### config.mk
export PLATFORM = sky130hd
export DESIGN_NAME = trig_seq_ctrl
export DESIGN_NICKNAME = d
export VERILOG_FILES = /design/src/rtl/trig_seq_ctrl.sv
export SDC_FILE = /design/constraint.sdc
export NUM_CORES = 2
export LEC_CHECK = 0
export CAP_MARGIN = 30
export CORE_AREA = 4 4 324 326
export CTS_CLUSTER_SIZE = 8
export DETAILED_ROUTE_END_ITERATION = 8
export DIE_AREA = 0 0 328 330
export PLACE_DENSITY_LB_ADDON = 0.05
export SLEW_MARGIN = 0
export SYNTH_ARGS = -nofsm -noshare
export SYNTH_HDL_FRONTEND = slang
export SYNTH_SLANG_ARGS = --single-unit
### constraint.sdc
create_clock -name clk -period 2.65 [get_ports clk]
set_input_delay 0.53 -clock clk [delete_from_list [all_inputs] [get_ports clk]]
set_output_delay 0.53 -clock clk [all_outputs]
set_load 0.1 [all_outputs]
### src/rtl/trig_seq_ctrl.sv
// Multi-channel trigger sequencer: a synchronised external edge or a software pulse
// starts an independent delay + pulse burst on every idle, enabled channel.
`timescale 1ns/1ps
module trig_seq_ctrl #(
    parameter int N_CH  = 4,
    parameter int CNT_W = 32,
    parameter int NUM_W = 16
) (
    input  logic                   clk,
    input  logic                   rst_n,
    input  logic                   trigger_in,
    input  logic                   sw_trig,
    input  logic [1:0]             cfg_edge_mode,
    input  logic [N_CH-1:0]        cfg_ch_en,
    input  logic [N_CH*CNT_W-1:0]  cfg_delay,
    input  logic [N_CH*CNT_W-1:0]  cfg_cycle,
    input  logic [N_CH*CNT_W-1:0]  cfg_width,
    input  logic [N_CH*NUM_W-1:0]  cfg_pic_num,
    input  logic                   ovr_clr,
    output logic [N_CH-1:0]        trig_to_camera,
    output logic [N_CH-1:0]        trig_to_core,
    output logic [N_CH-1:0]        busy,
    output logic [N_CH-1:0]        overrun
);

    typedef enum logic [1:0] {IDLE, DELAY, HIGH, LOW} state_t;

    localparam logic [CNT_W-1:0] CNT_ONE  = 1;
    localparam logic [CNT_W:0]   WIDE_ONE = 1;
    localparam logic [NUM_W-1:0] NUM_ONE  = 1;

    logic sync1, sync2, sync_prev, hw_evt, hw_edge, evt;

    // NOTE: state flops use non-blocking assignments so every flop samples pre-edge values.
    always_ff @(posedge clk or negedge rst_n) begin
        if (!rst_n) begin
            sync1     <= 1'b0;
            sync2     <= 1'b0;
            sync_prev <= 1'b0;
            hw_evt    <= 1'b0;
        end else begin
            sync1     <= trigger_in;
            sync2     <= sync1;
            sync_prev <= sync2;
            hw_evt    <= hw_edge;
        end
    end

    // NOTE: every combinational output is assigned before the case so no latch is inferred.
    always_comb begin
        hw_edge = 1'b0;
        case (cfg_edge_mode)
            2'b00:   hw_edge = sync2 & ~sync_prev;
            2'b01:   hw_edge = ~sync2 & sync_prev;
            2'b10:   hw_edge = sync2 ^ sync_prev;
            default: hw_edge = 1'b0;
        endcase
    end

    assign evt = hw_evt | sw_trig;

    for (genvar i = 0; i < N_CH; i++) begin : g_ch
        state_t           state, next_state;
        logic [CNT_W-1:0] cnt, cnt_next;
        logic [NUM_W-1:0] pulse, pulse_next;
        logic [CNT_W-1:0] d_last_sh, w_last_sh, l_last_sh;
        logic [NUM_W-1:0] p_last_sh;
        logic             cam_q, core_q, busy_q, ovr_q, load;

        logic [CNT_W-1:0] cfg_d, cfg_c, cfg_w, w_eff, c_eff, l_len;
        logic [CNT_W-1:0] d_last, w_last, l_last;
        logic [NUM_W-1:0] cfg_p, p_last;
        logic [CNT_W:0]   w_inc, c_wide;

        // Phase lengths are reduced to "last count" values so each phase compares cnt directly.
        always_comb begin
            cfg_d  = cfg_delay[i*CNT_W +: CNT_W];
            cfg_c  = cfg_cycle[i*CNT_W +: CNT_W];
            cfg_w  = cfg_width[i*CNT_W +: CNT_W];
            cfg_p  = cfg_pic_num[i*NUM_W +: NUM_W];
            w_eff  = (cfg_w == '0) ? CNT_ONE : cfg_w;
            w_inc  = {1'b0, w_eff} + WIDE_ONE;
            c_wide = ({1'b0, cfg_c} > w_inc) ? {1'b0, cfg_c} : w_inc;
            c_eff  = c_wide[CNT_W] ? '1 : c_wide[CNT_W-1:0];
            l_len  = c_eff - w_eff;
            l_last = (l_len == '0) ? '0 : l_len - CNT_ONE;
            w_last = w_eff - CNT_ONE;
            d_last = cfg_d - CNT_ONE;
            p_last = cfg_p - NUM_ONE;
        end

        always_comb begin
            next_state = state;
            cnt_next   = cnt;
            pulse_next = pulse;
            load       = 1'b0;
            case (state)
                IDLE: begin
                    if (evt && cfg_ch_en[i] && cfg_p != '0) begin
                        load       = 1'b1;
                        cnt_next   = '0;
                        pulse_next = '0;
                        next_state = (cfg_d != '0) ? DELAY : HIGH;
                    end
                end
                DELAY: begin
                    if (cnt == d_last_sh) begin
                        cnt_next   = '0;
                        next_state = HIGH;
                    end else begin
                        cnt_next = cnt + CNT_ONE;
                    end
                end
                HIGH: begin
                    if (cnt == w_last_sh) begin
                        cnt_next = '0;
                        if (pulse == p_last_sh) begin
                            next_state = IDLE;
                        end else begin
                            pulse_next = pulse + NUM_ONE;
                            next_state = LOW;
                        end
                    end else begin
                        cnt_next = cnt + CNT_ONE;
                    end
                end
                LOW: begin
                    if (cnt == l_last_sh) begin
                        cnt_next   = '0;
                        next_state = HIGH;
                    end else begin
                        cnt_next = cnt + CNT_ONE;
                    end
                end
                default: next_state = IDLE;
            endcase
            if (state != IDLE && !cfg_ch_en[i]) begin
                next_state = IDLE;
                cnt_next   = '0;
            end
        end

        always_ff @(posedge clk or negedge rst_n) begin
            if (!rst_n) begin
                state     <= IDLE;
                cnt       <= '0;
                pulse     <= '0;
                d_last_sh <= '0;
                w_last_sh <= '0;
                l_last_sh <= '0;
                p_last_sh <= '0;
                cam_q     <= 1'b0;
                core_q    <= 1'b0;
                busy_q    <= 1'b0;
                ovr_q     <= 1'b0;
            end else begin
                state  <= next_state;
                cnt    <= cnt_next;
                pulse  <= pulse_next;
                cam_q  <= (next_state == HIGH);
                core_q <= (next_state == HIGH) && (state != HIGH);
                busy_q <= (next_state != IDLE);
                // A new overrun in the same cycle as the clear must survive.
                ovr_q  <= (evt && state != IDLE) | (ovr_q & ~ovr_clr);
                if (load) begin
                    d_last_sh <= d_last;
                    w_last_sh <= w_last;
                    l_last_sh <= l_last;
                    p_last_sh <= p_last;
                end
            end
        end

        assign trig_to_camera[i] = cam_q;
        assign trig_to_core[i]   = core_q;
        assign busy[i]           = busy_q;
        assign overrun[i]        = ovr_q;
    end

endmodule

==> results.json <==
{
  "cts_buffer_depth": 3,
  "hold_path.class": "in -> reg",
  "drv_slew": 0,
  "required_ns": 3.16,
  "syn_to_final_growth_pct": 53.8,
  "slowest_delay_ns": 0.54,
  "antenna_found_initial": 11,
  "critPathKind": "in -> reg",
  "wl_mm": 226,
  "grt_pass1_vias": 60136,
  "fin_crit_sh_pct": 306,
  "reg2reg_slack_ns": -0.27,
  "tightest_slew_ns": 0.903,
  "syn-num-nets": 7600,
  "switching_share_pct": 40.6,
  "synthSimpleGateAreaFrac_pct": 23.9,
  "grt_pass1_wl_mm": 330,
  "nNetsFinal": 9782,
  "crit_fanout": 7,
  "grt_overflow": 0,
  "grt_usage_pct": 38.2,
  "skew_ns": 0.0251,
  "port_buffers": 474,
  "ys.flop_type": "dfrtp_1",
  "fin_crit_ns": 8.10,
  "slew_headroom_pct": 39.3,
  "cts_max_level": 3,
  "cpMostUsedCell": "o31ai_4",
  "synth_xor_area_share_pct": 18.3,
  "rows": 117,
  "synthArstFlopShare_pct": 100,
  "fillers": 6369,
  "hpwl_mm": 166,
  "core_um2": 102000,
  "startpoint_type": "input pin",
  "grt_max_degree": 132,
  "gp_congestion": 1.02,
  "synth_top_family_by_area": "simple AND/OR/NAND/NOR gates",
  "drtIter0Drc": 6021,
  "intPower_mw": 33.9,
  "ir_drop_v": 0.000818,
  "timing.critical_path.arrival_ns": 8.61,
  "vias": 61998,
  "final_layout_size_suffix_gt1_share_pct": 34.2,
  "power.leakage_nw": 37.5,
  "post-place-ws_ns": -6.47,
  "setup_tns_ns": -662.95,
  "dieArea_um2": 108000,
  "synth_seq_cells": 668,
  "p_per_area_nw_per_um2": 678,
  "clk_latency_ns": 0.66,
  "synthMuxAreaShare_pct": 0.343,
  "pwr-share-clk_pct": 19.5,
  "p_sw_mw": 23.1,
  "yosys_warnings": 0,
  "synth_area_um2": 54600,
  "cts.clk_slew.worst_paths_ns": 0.05,
  "syn_area_per_cell_um2": 7.98,
  "drcViolationCount": 0,
  "clock_sinks": 668,
  "p_seq_share_pct": 30.1,
  "syn_inst": 6851,
  "synthAdderAreaFrac_pct": 6.70,
  "num_io_pins": 475,
  "setup_viol": 173,
  "post_drt_via_cell_ratio": 5.95,
  "start_util_pct": 53.7,
  "cap_violations": 0,
  "first_pass_iters": 6,
  "cts_root_buf": "clkbuf_16",
  "max_freq_mhz": 123,
  "violations": "negative setup slack",
  "cts_buffers": 95,
  "die_w_um": 328,
  "fin_ws_ns": -5.45,
  "seq_area_frac_synth_pct": 30.6,
  "hold_viol_final": 0,
  "combPwrFrac_pct": 50.5,
  "synth_edf_count": 0,
  "rsz0062_at_grt": "yes",
  "yosysUniqueCellTypes": 100,
  "ant_nets": 0,
  "routedWlPerCell_um": 21.6,
  "critPathSlowestCell": "or4_4",
  "status": "finished with violations",
  "fp.dieH_um": 330,
  "end_kind": "flip-flop",
  "synth-compound-area-share_pct": 15.6,
  "cts_tree": "done"
}
[metal layers]
metal	share of wire, %	global-route usage, %	routed length (um)	vias to the layer above
met2	46	62.3	104000	3230
li1	-	-	-	28351
met3	9.0	6.69	20400	807
met4	5.5	16.8	12300	10
met5	0.029	0	65	-
met1	39	49.9	88800	29600
[worst max-delay path: cells and delay by family]
family | cells | cell delay (ns)
xor gates and xnor gates | 1 | 0.15
buffers and inverters | 7 | 0.96
adders and majority gates | 4 | 1.05
AOI/OAI and AO/OA | 14 | 2.49
and+or+nand+nor | 14 | 3.41
[synth_stat cells, types with 9 or more instances]
cell	n	share of area, %
nand3b_1	14	0.19
buf_1	18	0.12
mux2i_1	12	0.22
a211oi_1	23	0.32
and2_1	61	0.70
dfrtp_1	668	31
nand4_1	226	2.6
nor3b_1	10	0.14
and3_1	89	1.0
xor2_1	356	5.7
buf_4	16	0.22
or4_1	37	0.51
or3_1	79	0.90
nand3_1	184	1.7
nand2b_1	48	0.55
o41ai_1	14	0.22
ha_1	286	6.5
clkbuf_1	363	2.5
nor2b_1	41	0.47
nor4b_1	11	0.18
a2111oi_0	11	0.18
nand4b_1	11	0.18
and4_1	27	0.43
o21bai_1	14	0.19
o21ai_0	560	5.1
or2_2	23	0.26
o22ai_1	12	0.14
o211ai_1	21	0.29
o21ai_1	50	0.46
buf_2	14	0.13
o21a_1	31	0.43
nor3_1	189	1.7
xnor2_1	785	13
a21o_1	79	1.1
a31oi_1	109	1.2
nand2_1	869	6.0
a211o_1	9	0.14
nor2_1	575	4.0
nor4_1	156	1.8
a31o_2	24	0.38
a21oi_1	236	2.2
inv_1	227	1.6
o31ai_1	116	1.6
[path summary, 6_finish.rpt]
kind	endpoint	start	cells past startpoint
max reg2reg	g_ch[0].cnt[30]	g_ch[0].cnt[10]	14
min	g_ch[2].p_last_sh[0]	cfg_pic_num[32]	3
max in group asynchronous	g_ch[0].cnt[26]	rst_n	3
min reg2reg	sync2	sync1	0
min in group asynchronous	g_ch[0].d_last_sh[7]	rst_n	2
max	g_ch[3].l_last_sh[28]	cfg_width[103]	40
[what timing repair did]
item / in CTS / in global routing
endpoints found under the setup margin: 404 / 525
pin swaps: 249 / 316
setup buffers: 120 / 124
cloned: 18 / 6
hold buffers: 1 / 0
resized for setup: 445 / 703
hold endpoints to repair: 38 / 0
[stage by stage]
| stage | util [%] | instance area [um^2] | hold slack [ns] | power (mW) | cells |
|---|---|---|---|---|---|
| final | 82.6 | 84100 | 0.220 | 57.0 | 10421 |
| after global routing | 82.6 | 84000 | 0.250 | 59.8 | 10415 |
| after CTS | 79.1 | 80400 | 0.305 | 54.0 | 10304 |
| after detailed placement | 73.6 | 74900 | 0.358 | 41.3 | 10062 |
| after global placement | 73.6 | 74900 | 0.336 | 40.5 | 10062 |
| after floorplan | - | 56900 | 0.234 | 30.9 | 6851 |
[power groups by stage]
stage / Sequential (mW) / Clock [mW] / Combinational [mW]
final: 17.1 / 11.1 / 28.8
after global placement: 16.8 / 0 / 23.6
after detailed placement: 17.0 / 0 / 24.3
after global routing: 17.4 / 11.5 / 30.9
after floorplan: 15.7 / 0 / 15.1
after CTS: 16.9 / 11.1 / 26.0
[cells by family (layout without fill, tap and decap cells)]
| logic type | count (synthesis) | in the layout |
|---|---|---|
| xor gates and xnor gates | 1142 | 1142 |
| DFF | 668 | 668 |
| and+or+nand+nor | 2686 | 2687 |
| muxes | 18 | 18 |
| AOI/OAI and AO/OA | 1405 | 1405 |
| adders and majority gates | 290 | 290 |
| other | 0 | 7 |
| buffers and inverters | 642 | 2836 |
[layout make-up]
class	count	area, um^2	share of cell area (%)
inverter	230	871	1.04
multi-input combinational	5542	41100	48.9
antenna	7	17.5	0.0208
clock buffer	102	2440	2.91
clock inverter	8	124	0.147
tap	1368	1710	2.04
timing repair buffer	2496	21000	25.0
sequential	668	16700	19.9
[placed cells by master, fill, tap and decap left out, drive strengths merged, types with 159 or more instances in the layout]
| cell | instances |
|---|---|
| nor2 | 575 |
| clkdlybuf4s50 | 355 |
| nand3 | 185 |
| nor4 | 159 |
| xor2 | 356 |
| nor3 | 190 |
| nand2 | 869 |
| xnor2 | 785 |
| o21ai | 611 |
| inv | 235 |
| a21oi | 237 |
| ha | 286 |
| buf | 2063 |
| nand4 | 226 |
| dfrtp | 668 |
[flip-flops by register name, summed over array words and instances, names as in the netlist, 4 cells and up]
register and cells:
g_ch.busy_q 4, g_ch.cam_q 4, g_ch.cnt 128, g_ch.core_q 4
g_ch.d_last_sh 128, g_ch.l_last_sh 128, g_ch.ovr_q 4, g_ch.p_last_sh 64
g_ch.pulse 64, g_ch.state 8, g_ch.w_last_sh 128
Note: power is estimated with default switching activity, not from simulation.
